## config.mk

```make
export PLATFORM = sky130hd
export DESIGN_NAME = uart_rx_flat
export DESIGN_NICKNAME = d
export VERILOG_FILES = /design/src/rtl/uart_rx_if.sv /design/src/rtl/uart_rx.sv /design/src/flat_wrapper.sv
export SDC_FILE = /design/constraint.sdc
export NUM_CORES = 1
export LEC_CHECK = 0
export BUFFER_PORTS_ARGS = -buffer_cell sky130_fd_sc_hd__clkbuf_2
export CORE_UTILIZATION = 25
export CTS_BUF_LIST = sky130_fd_sc_hd__clkbuf_16
export CTS_CLUSTER_SIZE = 16
export DETAILED_ROUTE_END_ITERATION = 8
export GPL_TIMING_DRIVEN = 0
export HOLD_SLACK_MARGIN = 0.1
export RECOVER_POWER = 100
export SYNTH_ARGS = -nofsm -noshare
export SYNTH_HDL_FRONTEND = slang
export SYNTH_SLANG_ARGS = --single-unit
```

## constraint.sdc

```tcl
create_clock -name clock -period 4 [get_ports clock]
set_clock_uncertainty 0.15 [all_clocks]
set_input_delay 0.6 -clock clock [delete_from_list [all_inputs] [get_ports clock]]
set_output_delay 0.6 -clock clock [all_outputs]
set_load 0.03 [all_outputs]
```

## src/rtl/uart_rx_if.sv

```systemverilog
// Receiver-side bundle for uart_rx: oversample tick, serial line, word size in;
// received word and status pulses out. slave = receiver, master = driver/consumer.
interface uart_rx_if;
  logic       tick_in;
  logic       rx_in;
  logic [3:0] n_bits;
  logic [7:0] data_out;
  logic       rx_done;
  logic       frame_err;
  logic       parity_err;

  modport slave (
    input  tick_in, rx_in, n_bits,
    output data_out, rx_done, frame_err, parity_err
  );

  modport master (
    output tick_in, rx_in, n_bits,
    input  data_out, rx_done, frame_err, parity_err
  );
endinterface

```

## src/rtl/uart_rx.sv

```systemverilog
// Oversampling UART receiver: LSB-first frames of 5..8 data bits, one stop bit.
// Define PARITY_CHECK_EN to expect and check an even parity bit after the data.
//
// state  | meaning
// IDLE   | waiting for line high (arm), then a falling edge
// START  | confirming start bit at its middle
// DATA   | sampling data bits mid-bit, LSB first
// PARITY | sampling the parity bit (PARITY_CHECK_EN only)
// STOP   | sampling the stop bit, publishing the word
module uart_rx #(
  parameter int OVERSAMPLE  = 16,
  parameter int SYNC_STAGES = 2
) (
  input logic     clock,
  input logic     reset,
  uart_rx_if.slave bus
);

  localparam int CW = $clog2(OVERSAMPLE);
  localparam logic [CW-1:0] TC_HALF = CW'(OVERSAMPLE/2 - 1);
  localparam logic [CW-1:0] TC_FULL = CW'(OVERSAMPLE - 1);

  typedef enum logic [2:0] {IDLE, START, DATA, PARITY, STOP} state_t;

  state_t           state, state_nxt;
  logic [SYNC_STAGES-1:0] sync_q;
  logic             rxs;
  logic [CW-1:0]    tick_cnt, tick_nxt;
  logic [2:0]       bit_cnt, bit_nxt;
  logic [7:0]       shreg, shreg_nxt;
  logic [3:0]       n_lat, n_lat_nxt, n_eff;
  logic             armed, armed_nxt;
  logic [7:0]       data_q, data_nxt;
  logic             done_q, done_nxt;
  logic             ferr_q, ferr_nxt;
`ifdef PARITY_CHECK_EN
  logic             par_q, par_nxt;
  logic             perr_q, perr_nxt;
`endif

  // Synchronizer resets to the idle level so reset never looks like a start bit
  always_ff @(posedge clock) begin
    if (reset) sync_q <= '1;
    else       sync_q <= {sync_q[SYNC_STAGES-2:0], bus.rx_in};
  end

  assign rxs = sync_q[SYNC_STAGES-1];

  always_comb begin
    if (bus.n_bits < 4'd5)      n_eff = 4'd5;
    else if (bus.n_bits > 4'd8) n_eff = 4'd8;
    else                        n_eff = bus.n_bits;
  end

  always_ff @(posedge clock) begin
    if (reset) begin
      state    <= IDLE;
      tick_cnt <= '0;
      bit_cnt  <= '0;
      shreg    <= '0;
      n_lat    <= 4'd8;
      armed    <= 1'b0;
      data_q   <= '0;
      done_q   <= 1'b0;
      ferr_q   <= 1'b0;
`ifdef PARITY_CHECK_EN
      par_q    <= 1'b0;
      perr_q   <= 1'b0;
`endif
    end else begin
      state    <= state_nxt;
      tick_cnt <= tick_nxt;
      bit_cnt  <= bit_nxt;
      shreg    <= shreg_nxt;
      n_lat    <= n_lat_nxt;
      armed    <= armed_nxt;
      data_q   <= data_nxt;
      done_q   <= done_nxt;
      ferr_q   <= ferr_nxt;
`ifdef PARITY_CHECK_EN
      par_q    <= par_nxt;
      perr_q   <= perr_nxt;
`endif
    end
  end

  always_comb begin
    state_nxt = state;
    tick_nxt  = tick_cnt;
    bit_nxt   = bit_cnt;
    shreg_nxt = shreg;
    n_lat_nxt = n_lat;
    armed_nxt = armed;
    data_nxt  = data_q;
    done_nxt  = 1'b0;
    ferr_nxt  = 1'b0;
`ifdef PARITY_CHECK_EN
    par_nxt   = par_q;
    perr_nxt  = 1'b0;
`endif
    if (bus.tick_in) begin
      case (state)
        IDLE: begin
          if (rxs) begin
            armed_nxt = 1'b1;
          end else if (armed) begin
            state_nxt = START;
            tick_nxt  = '0;
          end
        end
        START: begin
          if (tick_cnt == TC_HALF) begin
            tick_nxt = '0;
            if (!rxs) begin
              state_nxt = DATA;
              bit_nxt   = '0;
              shreg_nxt = '0;
              n_lat_nxt = n_eff;
            end else begin
              state_nxt = IDLE;
            end
          end else begin
            tick_nxt = tick_cnt + CW'(1);
          end
        end
        DATA: begin
          if (tick_cnt == TC_FULL) begin
            tick_nxt           = '0;
            shreg_nxt[bit_cnt] = rxs;
            bit_nxt            = bit_cnt + 3'd1;
            if ({1'b0, bit_cnt} == n_lat - 4'd1) begin
`ifdef PARITY_CHECK_EN
              state_nxt = PARITY;
`else
              state_nxt = STOP;
`endif
            end
          end else begin
            tick_nxt = tick_cnt + CW'(1);
          end
        end
`ifdef PARITY_CHECK_EN
        PARITY: begin
          if (tick_cnt == TC_FULL) begin
            tick_nxt  = '0;
            par_nxt   = rxs;
            state_nxt = STOP;
          end else begin
            tick_nxt = tick_cnt + CW'(1);
          end
        end
`endif
        STOP: begin
          if (tick_cnt == TC_FULL) begin
            tick_nxt  = '0;
            data_nxt  = shreg;
            state_nxt = IDLE;
            // Unused upper shreg bits are zero, so parity over all 8 equals parity over N
`ifdef PARITY_CHECK_EN
            perr_nxt  = ^{shreg, par_q};
`endif
            if (rxs) begin
              done_nxt = 1'b1;
            end else begin
              ferr_nxt  = 1'b1;
              armed_nxt = 1'b0;
            end
          end else begin
            tick_nxt = tick_cnt + CW'(1);
          end
        end
        default: state_nxt = IDLE;
      endcase
    end
  end

  assign bus.data_out  = data_q;
  assign bus.rx_done   = done_q;
  assign bus.frame_err = ferr_q;
`ifdef PARITY_CHECK_EN
  assign bus.parity_err = perr_q;
`else
  assign bus.parity_err = 1'b0;
`endif

endmodule

```

## src/flat_wrapper.sv

```systemverilog
// flat-port wrapper written by rule: the top's interface ports become plain ports
module uart_rx_flat 
#(
  parameter int OVERSAMPLE  = 16,
  parameter int SYNC_STAGES = 2
)
  (clock, reset, bus_tick_in, bus_rx_in, bus_n_bits, bus_data_out, bus_rx_done, bus_frame_err, bus_parity_err);
  uart_rx_if bus_i ();
  input logic clock;
  input logic reset;
  input wire logic [$bits(bus_i.tick_in)-1:0] bus_tick_in;
  input wire logic [$bits(bus_i.rx_in)-1:0] bus_rx_in;
  input wire logic [$bits(bus_i.n_bits)-1:0] bus_n_bits;
  output wire logic [$bits(bus_i.data_out)-1:0] bus_data_out;
  output wire logic [$bits(bus_i.rx_done)-1:0] bus_rx_done;
  output wire logic [$bits(bus_i.frame_err)-1:0] bus_frame_err;
  output wire logic [$bits(bus_i.parity_err)-1:0] bus_parity_err;
  assign bus_i.tick_in = bus_tick_in;
  assign bus_i.rx_in = bus_rx_in;
  assign bus_i.n_bits = bus_n_bits;
  assign bus_data_out = bus_i.data_out;
  assign bus_rx_done = bus_i.rx_done;
  assign bus_frame_err = bus_i.frame_err;
  assign bus_parity_err = bus_i.parity_err;
  uart_rx #(.OVERSAMPLE(OVERSAMPLE), .SYNC_STAGES(SYNC_STAGES)) u_core (.clock(clock), .reset(reset), .bus(bus_i));
endmodule
```

==> results.txt, run 1 <==
The pre-antenna-repair detailed-routing pass consisted of 4 iterations. The switching power share of the total came out at 22.0%. The total detailed-routing wirelength came out at 3.30 mm. The clock period could shrink to 2710 ps.

The final critical-path share of the clock period came out at 67.7%. The vertical die dimension came out at 85.1 um. CTS placed an instance of clkbuf_16 at the clock tree root.

The maximum buffer depth of the clock tree is 2. The quantity of gates resized following cts is 0. The accumulated negative setup slack came out at 0 ps. The global-route wire length before repair is 5.73 mm. The via count of the first global-routing pass came to 1275. The number of flops mapped to enable cells by yosys came out at 0. The class of the tightest hold or removal check is reg2reg.

The number of DRC markers after the initial detailed-route iteration came out at 51. The total number of clock tree sinks came out at 35. The CTS buffer count came out at 5. The proportion of power drawn by flip-flops and latches is 46.7%. The arrival time of data at the critical path endpoint came out at 2770 ps. The run finished with clean final reports. The final HPWL from detailed placement came out at 2.35 mm. The per-cell routed wire length is 11.6 um. Setup repair after global routing left no endpoint under its margin. The maximum fanout along the worst path came out at 9. The combinational power share is 3.3%. The power per cell area came out at 377 nW/um^2. The net switching power of the design is 0.000166 W. The standard cell core area came out at 6490 um^2. The worst stage delay on the critical path is 790 ps. The proportion of synthesized flip-flops having asynchronous set or reset came out at 0%. The timing-limited maximum frequency is 369 MHz.

The number of I/O pins is 19. Once the floorplan was initialized, standard cells occupied 26.6% of the core. The layout net count came out at 218. The tool flagged a number of max-cap violations equal to 0. The signed area change from the synthesized netlist to the final layout is 16.1%. Leaving out fill and tap cells, the most frequent cells in the layout are dfxtp_1 (35), nor2_1 (20), clkbuf_1 (18), mux2i_1 (17), nand2_1 (16). The number of buffers and inverters on the critical path came out at 1. Once layout is done, the placed cells without fillers occupy 2000 um^2. The fraction of power consumed by the clock network came out at 50.0%.

The residual overflow from global routing came out at 0. The library cell contributing the largest single delay on the critical path is nor4b_1. The post-synthesis sequential area ratio is 40.6%. The combined global-route utilization of all metal layers came out at 9.94%. The final weighted congestion in routability-driven placement is 0.760. The clock insertion delay at the later pin of the skew report came out at 280 ps. The number of endpoints with negative hold slack in the final report was 0.

The number of port buffers came out at 16. The floorplan step defined a die boundary enclosing 7240 um^2. Across the VDD grid, the largest voltage drop is 0.000134 V. TritonCTS built the clock tree. The transition time of the tightest slew-check pin came out at 1040 ps.

The cell area after synthesis is 1730 um^2. Measured against its own limit, the worst slew margin works out to 28.6%. The number of antenna violations at the first check in global routing came out at 0. The pin count of the biggest net entering global routing came out at 13. The critical path in this run is classified as reg2reg. The number of hold buffers added after cts came out at 0. The data required time of the critical path came out at 4060 ps.

The total via count in the routed design came out at 1335. The clock tree synthesis step divided the H-tree into 2 levels. Setup violations remaining at the end of the flow were counted as 0. STA classifies the critical path startpoint as a register. The overall die width came out at 85.1 um. The setup fix buffers added after clock tree synthesis came out at 0. The count of pins over their slew limit is 0. After detailed routing, the number of vias per cell comes to 4.68. The fill cell total of the finished layout is 681. The static leakage power is 0.769 nW. When the netlist entered floorplanning its net count stood at 195. The synthesized area per cell is 9.38 um^2. Cell internal power was estimated by the tool at 0.000589 W. The family with the most delay on the worst path is simple AND/OR/NAND/NOR gates. Walking the worst path, the cells encountered are clkbuf_1, or3b_1, nor4b_1, mux2_2, nor2_1.

The gate count of the mapped netlist is 184. The fraction of layout cells with a size suffix above 1 came out at 13.0%. The number of different library cells in the post-synthesis netlist came out at 48. The library cell used most frequently in the layout, excluding fill and tap cells, is dfxtp_1. The yosys synthesis warning count came out at 0. The count of unresolved DRC violations after routing came out at 0. Counting flops and latches in the post-synthesis netlist gives 35. The floorplan row count is 29.

The total placed instance area is 1900 um^2. In the synthesized netlist the dominant register cell turns out to be dfxtp_1. The clock input transition at the sequential cells of the worst setup and hold paths came out at 60 ps. The worst setup path is captured at a register. 0 antenna diodes ended up in the layout.

The remaining antenna violation count is 0.
[worst paths after layout]
| path | startpoint | to | slack (ps) | depth (start not counted) |
|---|---|---|---|---|
| min | u_core.sync_q[0]$_SDFF_PP1_ | u_core.sync_q[1]$_SDFF_PP1_ | 260 | 1 |
| min reg2reg | u_core.sync_q[0]$_SDFF_PP1_ | u_core.sync_q[1]$_SDFF_PP1_ | 260 | 1 |
| max reg2reg | u_core.state[0]$_SDFFE_PP0P_ | u_core.n_lat[0]$_SDFFE_PP0P_ | 1290 | 5 |
| max | u_core.state[0]$_SDFFE_PP0P_ | u_core.n_lat[0]$_SDFFE_PP0P_ | 1290 | 5 |
[state kept, by name, summed over array words and instances (netlist names)]
name,count
u_core.armed,1
u_core.bit_cnt,3
u_core.n_lat,4
u_core.state,3
u_core.bus.data_out,8
u_core.shreg,8
u_core.tick_cnt,4
u_core.sync_q,2
u_core.bus.frame_err,1
u_core.bus.rx_done,1
[power by group through the flow]
stage / clock, W / combinational [W] / sequential (W)
2_1_floorplan: 0 / 0.0000176 / 0.000360
3_3_place_gp: 0 / 0.0000259 / 0.000360
3_5_place_dp: 0 / 0.0000260 / 0.000360
4_1_cts: 0.000389 / 0.0000261 / 0.000353
5_1_grt: 0.000400 / 0.0000284 / 0.000353
6_report: 0.000378 / 0.0000248 / 0.000353
[synth_stat cells (all sizes together) (3+ instances only)]
library cell | number | area (um^2)
dfxtp | 35 | 701
nor2 | 20 | 75.1
mux2i | 17 | 170
nand2 | 16 | 60.1
inv | 8 | 30.0
buf | 7 | 46.3
nand3 | 7 | 35.0
a21oi | 5 | 25.0
clkbuf | 5 | 18.8
xnor2 | 5 | 43.8
a211o | 4 | 35.0
nand2b | 4 | 25.0
nor3 | 4 | 20.0
a2111oi | 3 | 70.1
ha | 3 | 37.5
o21a | 3 | 22.5
o21ai | 3 | 15.0
[through the flow]
step                      util, %  total power [W]  worst slack, ps  instances  hold WS, ps
after floorplan                 -         0.000377             2130        184          239
after global placement       29.3         0.000386             1830        277          247
after detailed placement     29.3         0.000386             1810        277          247
after CTS                    31.5         0.000768             1950        285          261
after global routing         30.8         0.000781             1070        285          273
final                        30.8         0.000755             1290        285          257
[metal layers]
metal	vias to the layer above	wire (um)	track usage, %
met5	-	0	0
met4	0	61	4.62
met3	5	129	2.53
met2	18	1540	16.3
met1	626	1570	12.2
li1	686	-	-
[logic make-up (layout without fill, tap and decap cells)]
logic type	after synthesis	count (layout)	share of synthesized area [%]
AO/OA/AOI/OAI	32	32	16.6
flip-flops	35	35	40.6
other	1	1	0.217
adder cells (fa/ha/maj)	4	4	2.83
buffers and inverters	20	44	5.51
AND/OR/NAND/NOR	67	67	20.2
XOR/XNOR	7	7	3.55
multiplexers	18	18	10.5
[area by class of cell]
cell class	count	area, um^2	area share, %
clock buffer	5	125	6.25
clock inverter	3	20.0	0.999
multi-input combinational	129	905	45.2
inverter	8	30.0	1.50
sequential	35	701	35.0
buffer	12	58.8	2.94
timing repair buffer	16	67.6	3.37
tap	77	96.3	4.81
No activity file was read; power rests on OpenSTA's default activity.
==> inputs of run 2 (changes only) <==
==> constraint.sdc (replaced) <==
create_clock -name clock -period 2.35 [get_ports clock]
set_clock_uncertainty 0.15 [all_clocks]
set_input_delay 0.3525 -clock clock [delete_from_list [all_inputs] [get_ports clock]]
set_output_delay 0.3525 -clock clock [all_outputs]
set_load 0.03 [all_outputs]
==> run 2 against run 1 <==
Compared with the run above:
- register-to-register slack worse by 1100 ps
- non-clock buffer count stayed put
- first-iteration DRC count is 29% higher
- largest cell class unchanged
- largest power group unchanged
- setup slack worse by 1100 ps
- combinational power is 73% higher
- critical path type unchanged
- final cell count stayed put
- total power is 70% higher
- count of clock-buffer cells in the layout stayed put
- maximum frequency is 26% higher
==> results.txt, run 2 (synthesized netlist as in run 1, its figures left out) <==
Status: completed (unchanged). The timing-limited maximum frequency is 465 MHz (was 369 MHz). The power per cell area came out at 639 nW/um^2 (was 377 nW/um^2).

The post-route worst setup slack is 198 ps (was 1290 ps). The per-cell routed wire length is 11.5 um (was 11.6 um). The quantity of gates resized following cts is 0 (unchanged).

The number of port buffers came out at 16 (unchanged). The type of the worst setup path is reg2reg (unchanged). The depth of the worst hold-timing path was 2 (was 1). The proportion of power drawn by flip-flops and latches is 46.8% (was 46.7%).

The maximum buffer depth of the clock tree is 2 (unchanged). The number of I/O pins is 19 (unchanged). The combined global-route utilization of all metal layers is 9.94% (unchanged). Commonest non-fill, non-tap cells in the layout: dfxtp_1 (35), nor2_1 (20), mux2i_1 (17), clkbuf_1 (16), nand2_1 (16) (was dfxtp_1 (35), nor2_1 (20), clkbuf_1 (18), mux2i_1 (17), nand2_1 (16)). The antenna cell count came out at 0 (unchanged). The number of antenna violations at the first check in global routing is 0 (unchanged). The count of pins over their slew limit came out at 0 (unchanged). The final critical path time including I/O delays and setup was 2150 ps (was 2710 ps). The tightest hold margin came out at 109 ps (was 257 ps). The data required time of the critical path came out at 2370 ps (was 4060 ps).

The total design power is 0.00128 W (was 0.000755 W). The floorplan row count came to 29 (unchanged). The worst stage delay on the critical path is 570 ps (was 790 ps).

The post-route core utilization is 30.9% (was 30.8%). The most common cell after layout, fill and taps aside is dfxtp_1 (unchanged). The signed area change from the synthesized netlist to the final layout was 16.3% (was 16.1%).

The switching power share of the total came to 21.7% (was 22.0%). The global-route wire length before repair came out at 5.73 mm (unchanged). The layout net count came out at 218 (unchanged).

The static leakage power came to 0.780 nW (was 0.769 nW). The via count of the first global-routing pass came to 1275 (unchanged). The setup fix buffers added after clock tree synthesis came out at 0 (unchanged). The final count of negative-setup-slack endpoints is 0 (unchanged). The combinational power share came out at 3.4% (was 3.3%). The master cell of the clock root buffer is clkbuf_16 (unchanged). The arrival time of data at the critical path endpoint came out at 2170 ps (was 2770 ps). Setup repair after global routing missed its margin: no (unchanged). The worst-case reg-to-reg path depth is 5 (unchanged). The fraction of layout cells with a size suffix above 1 came out at 15.4% (was 13.0%). The placement-stage worst setup slack came to 319 ps (was 1810 ps). The number of vias per cell was 4.73 (was 4.68).

The final weighted congestion in routability-driven placement is 0.760 (unchanged). The final HPWL from detailed placement is 2.35 mm (unchanged). The tightest slew margin relative to the limit is 51.5% (was 28.6%). The transition time of the tightest slew-check pin is 725 ps (was 1040 ps). The number of hold buffers added after cts is 0 (unchanged). The number of H-tree branching levels came to 2 (unchanged). The overall die width is 85.1 um (unchanged). The library cell contributing the largest single delay on the critical path is a2111oi_2 (was nor4b_1). The count of max-cap constraint violations is 0 (unchanged). The fraction of power consumed by the clock network is 49.8% (was 50.0%). Sequence of cells on the critical path: ha_1, nand4b_1, a2111oi_2, nand2_1, a32o_1 (was clkbuf_1, or3b_1, nor4b_1, mux2_2, nor2_1). The die outline area came out at 7240 um^2 (unchanged). The element type at the critical path start is a register (unchanged).

The accumulated negative setup slack came to 0 ps (unchanged). The count of unresolved DRC violations after routing is 0 (unchanged). The final critical-path share of the clock period came to 91.6% (was 67.7%). The CTS buffer count was 5 (unchanged). The residual overflow from global routing came out at 0 (unchanged). The maximum fanout along the worst path is 5 (was 9). The total detailed-routing wirelength is 3.28 mm (was 3.30 mm).

The TritonCTS clock tree is done (unchanged). The standard cell core area came out at 6490 um^2 (unchanged). The number of iterations in the first detailed-routing pass is 4 (unchanged).

The total via count in the routed design is 1347 (was 1335). The remaining antenna violation count came out at 0 (unchanged). The pin count of the biggest net entering global routing was 13 (unchanged). The internal power summed over all cells came out at 0.00100 W (was 0.000589 W). The starting density of the core came out at 26.6% (unchanged). The number of DRC markers after the initial detailed-route iteration came out at 66 (was 51). The total number of clock tree sinks is 35 (unchanged). The class of the tightest hold or removal check is in2reg (was reg2reg). The clock insertion delay at the later pin of the skew report is 280 ps (about the same).

The vertical die dimension is 85.1 um (unchanged). The kind of capture point of the worst setup path was a register (unchanged). The worst IR drop on VDD is 0.000227 V (was 0.000134 V). The number of endpoints with negative hold slack in the final report is 0 (unchanged). The net switching power of the design is 0.000279 W (was 0.000166 W).

The clock input transition at the sequential cells of the worst setup and hold paths came out at 60 ps (about the same).
-- run 2: worst max-delay path, delay by kind of cell, from the launching register on --
family / cells / cell delay, ps
fa+ha+maj: 1 / 250
compound gates: 2 / 850
flops: 1 / 370
simple gates: 2 / 430
-- run 2: power by group through the flow --
stage | combinational (W) | sequential, W | clock [W]
final | 0.0000430 | 0.000600 | 0.000639
after detailed placement | 0.0000442 | 0.000613 | 0
after CTS | 0.0000445 | 0.000600 | 0.000662
after floorplan | 0.0000300 | 0.000612 | 0
after global routing | 0.0000489 | 0.000601 | 0.000681
after global placement | 0.0000441 | 0.000613 | 0
-- run 2: worst paths after layout --
kind,from,end,slack (ps)
max,u_core.tick_cnt[0]$_SDFFE_PP0P_,u_core.shreg[5]$_SDFFE_PP0P_,200
max reg2reg,u_core.tick_cnt[0]$_SDFFE_PP0P_,u_core.shreg[5]$_SDFFE_PP0P_,200
min reg2reg,u_core.sync_q[0]$_SDFF_PP1_,u_core.sync_q[1]$_SDFF_PP1_,260
min,bus_rx_in,u_core.sync_q[0]$_SDFF_PP1_,110
-- run 2: routing by layer --
| layer | global-route usage (%) | routed length, um | up-vias |
|---|---|---|---|
| li1 | - | - | 687 |
| met1 | 12.2 | 1560 | 634 |
| met3 | 2.53 | 144 | 5 |
| met5 | 0 | 0 | - |
| met4 | 4.62 | 57 | 0 |
| met2 | 16.3 | 1520 | 21 |
-- run 2: cell type report --
| class | instances | area (um^2) |
|---|---|---|
| Buffer | 12 | 63.8 |
| Timing Repair Buffer | 16 | 67.6 |
| Inverter | 8 | 30.0 |
| Clock buffer | 5 | 125 |
| Multi-Input combinational cell | 129 | 903 |
| Fill cell | 679 | 4490 |
| Tap cell | 77 | 96.3 |
| Sequential cell | 35 | 701 |
| Clock inverter | 3 | 20.0 |
-- run 2: metrics by stage --
step           cell area (um^2)  std cells
2_1_floorplan              1730        184
3_3_place_gp               1900        277
3_5_place_dp               1900        277
4_1_cts                    2050        285
5_1_grt                    2010        285
6_report                   2010        285
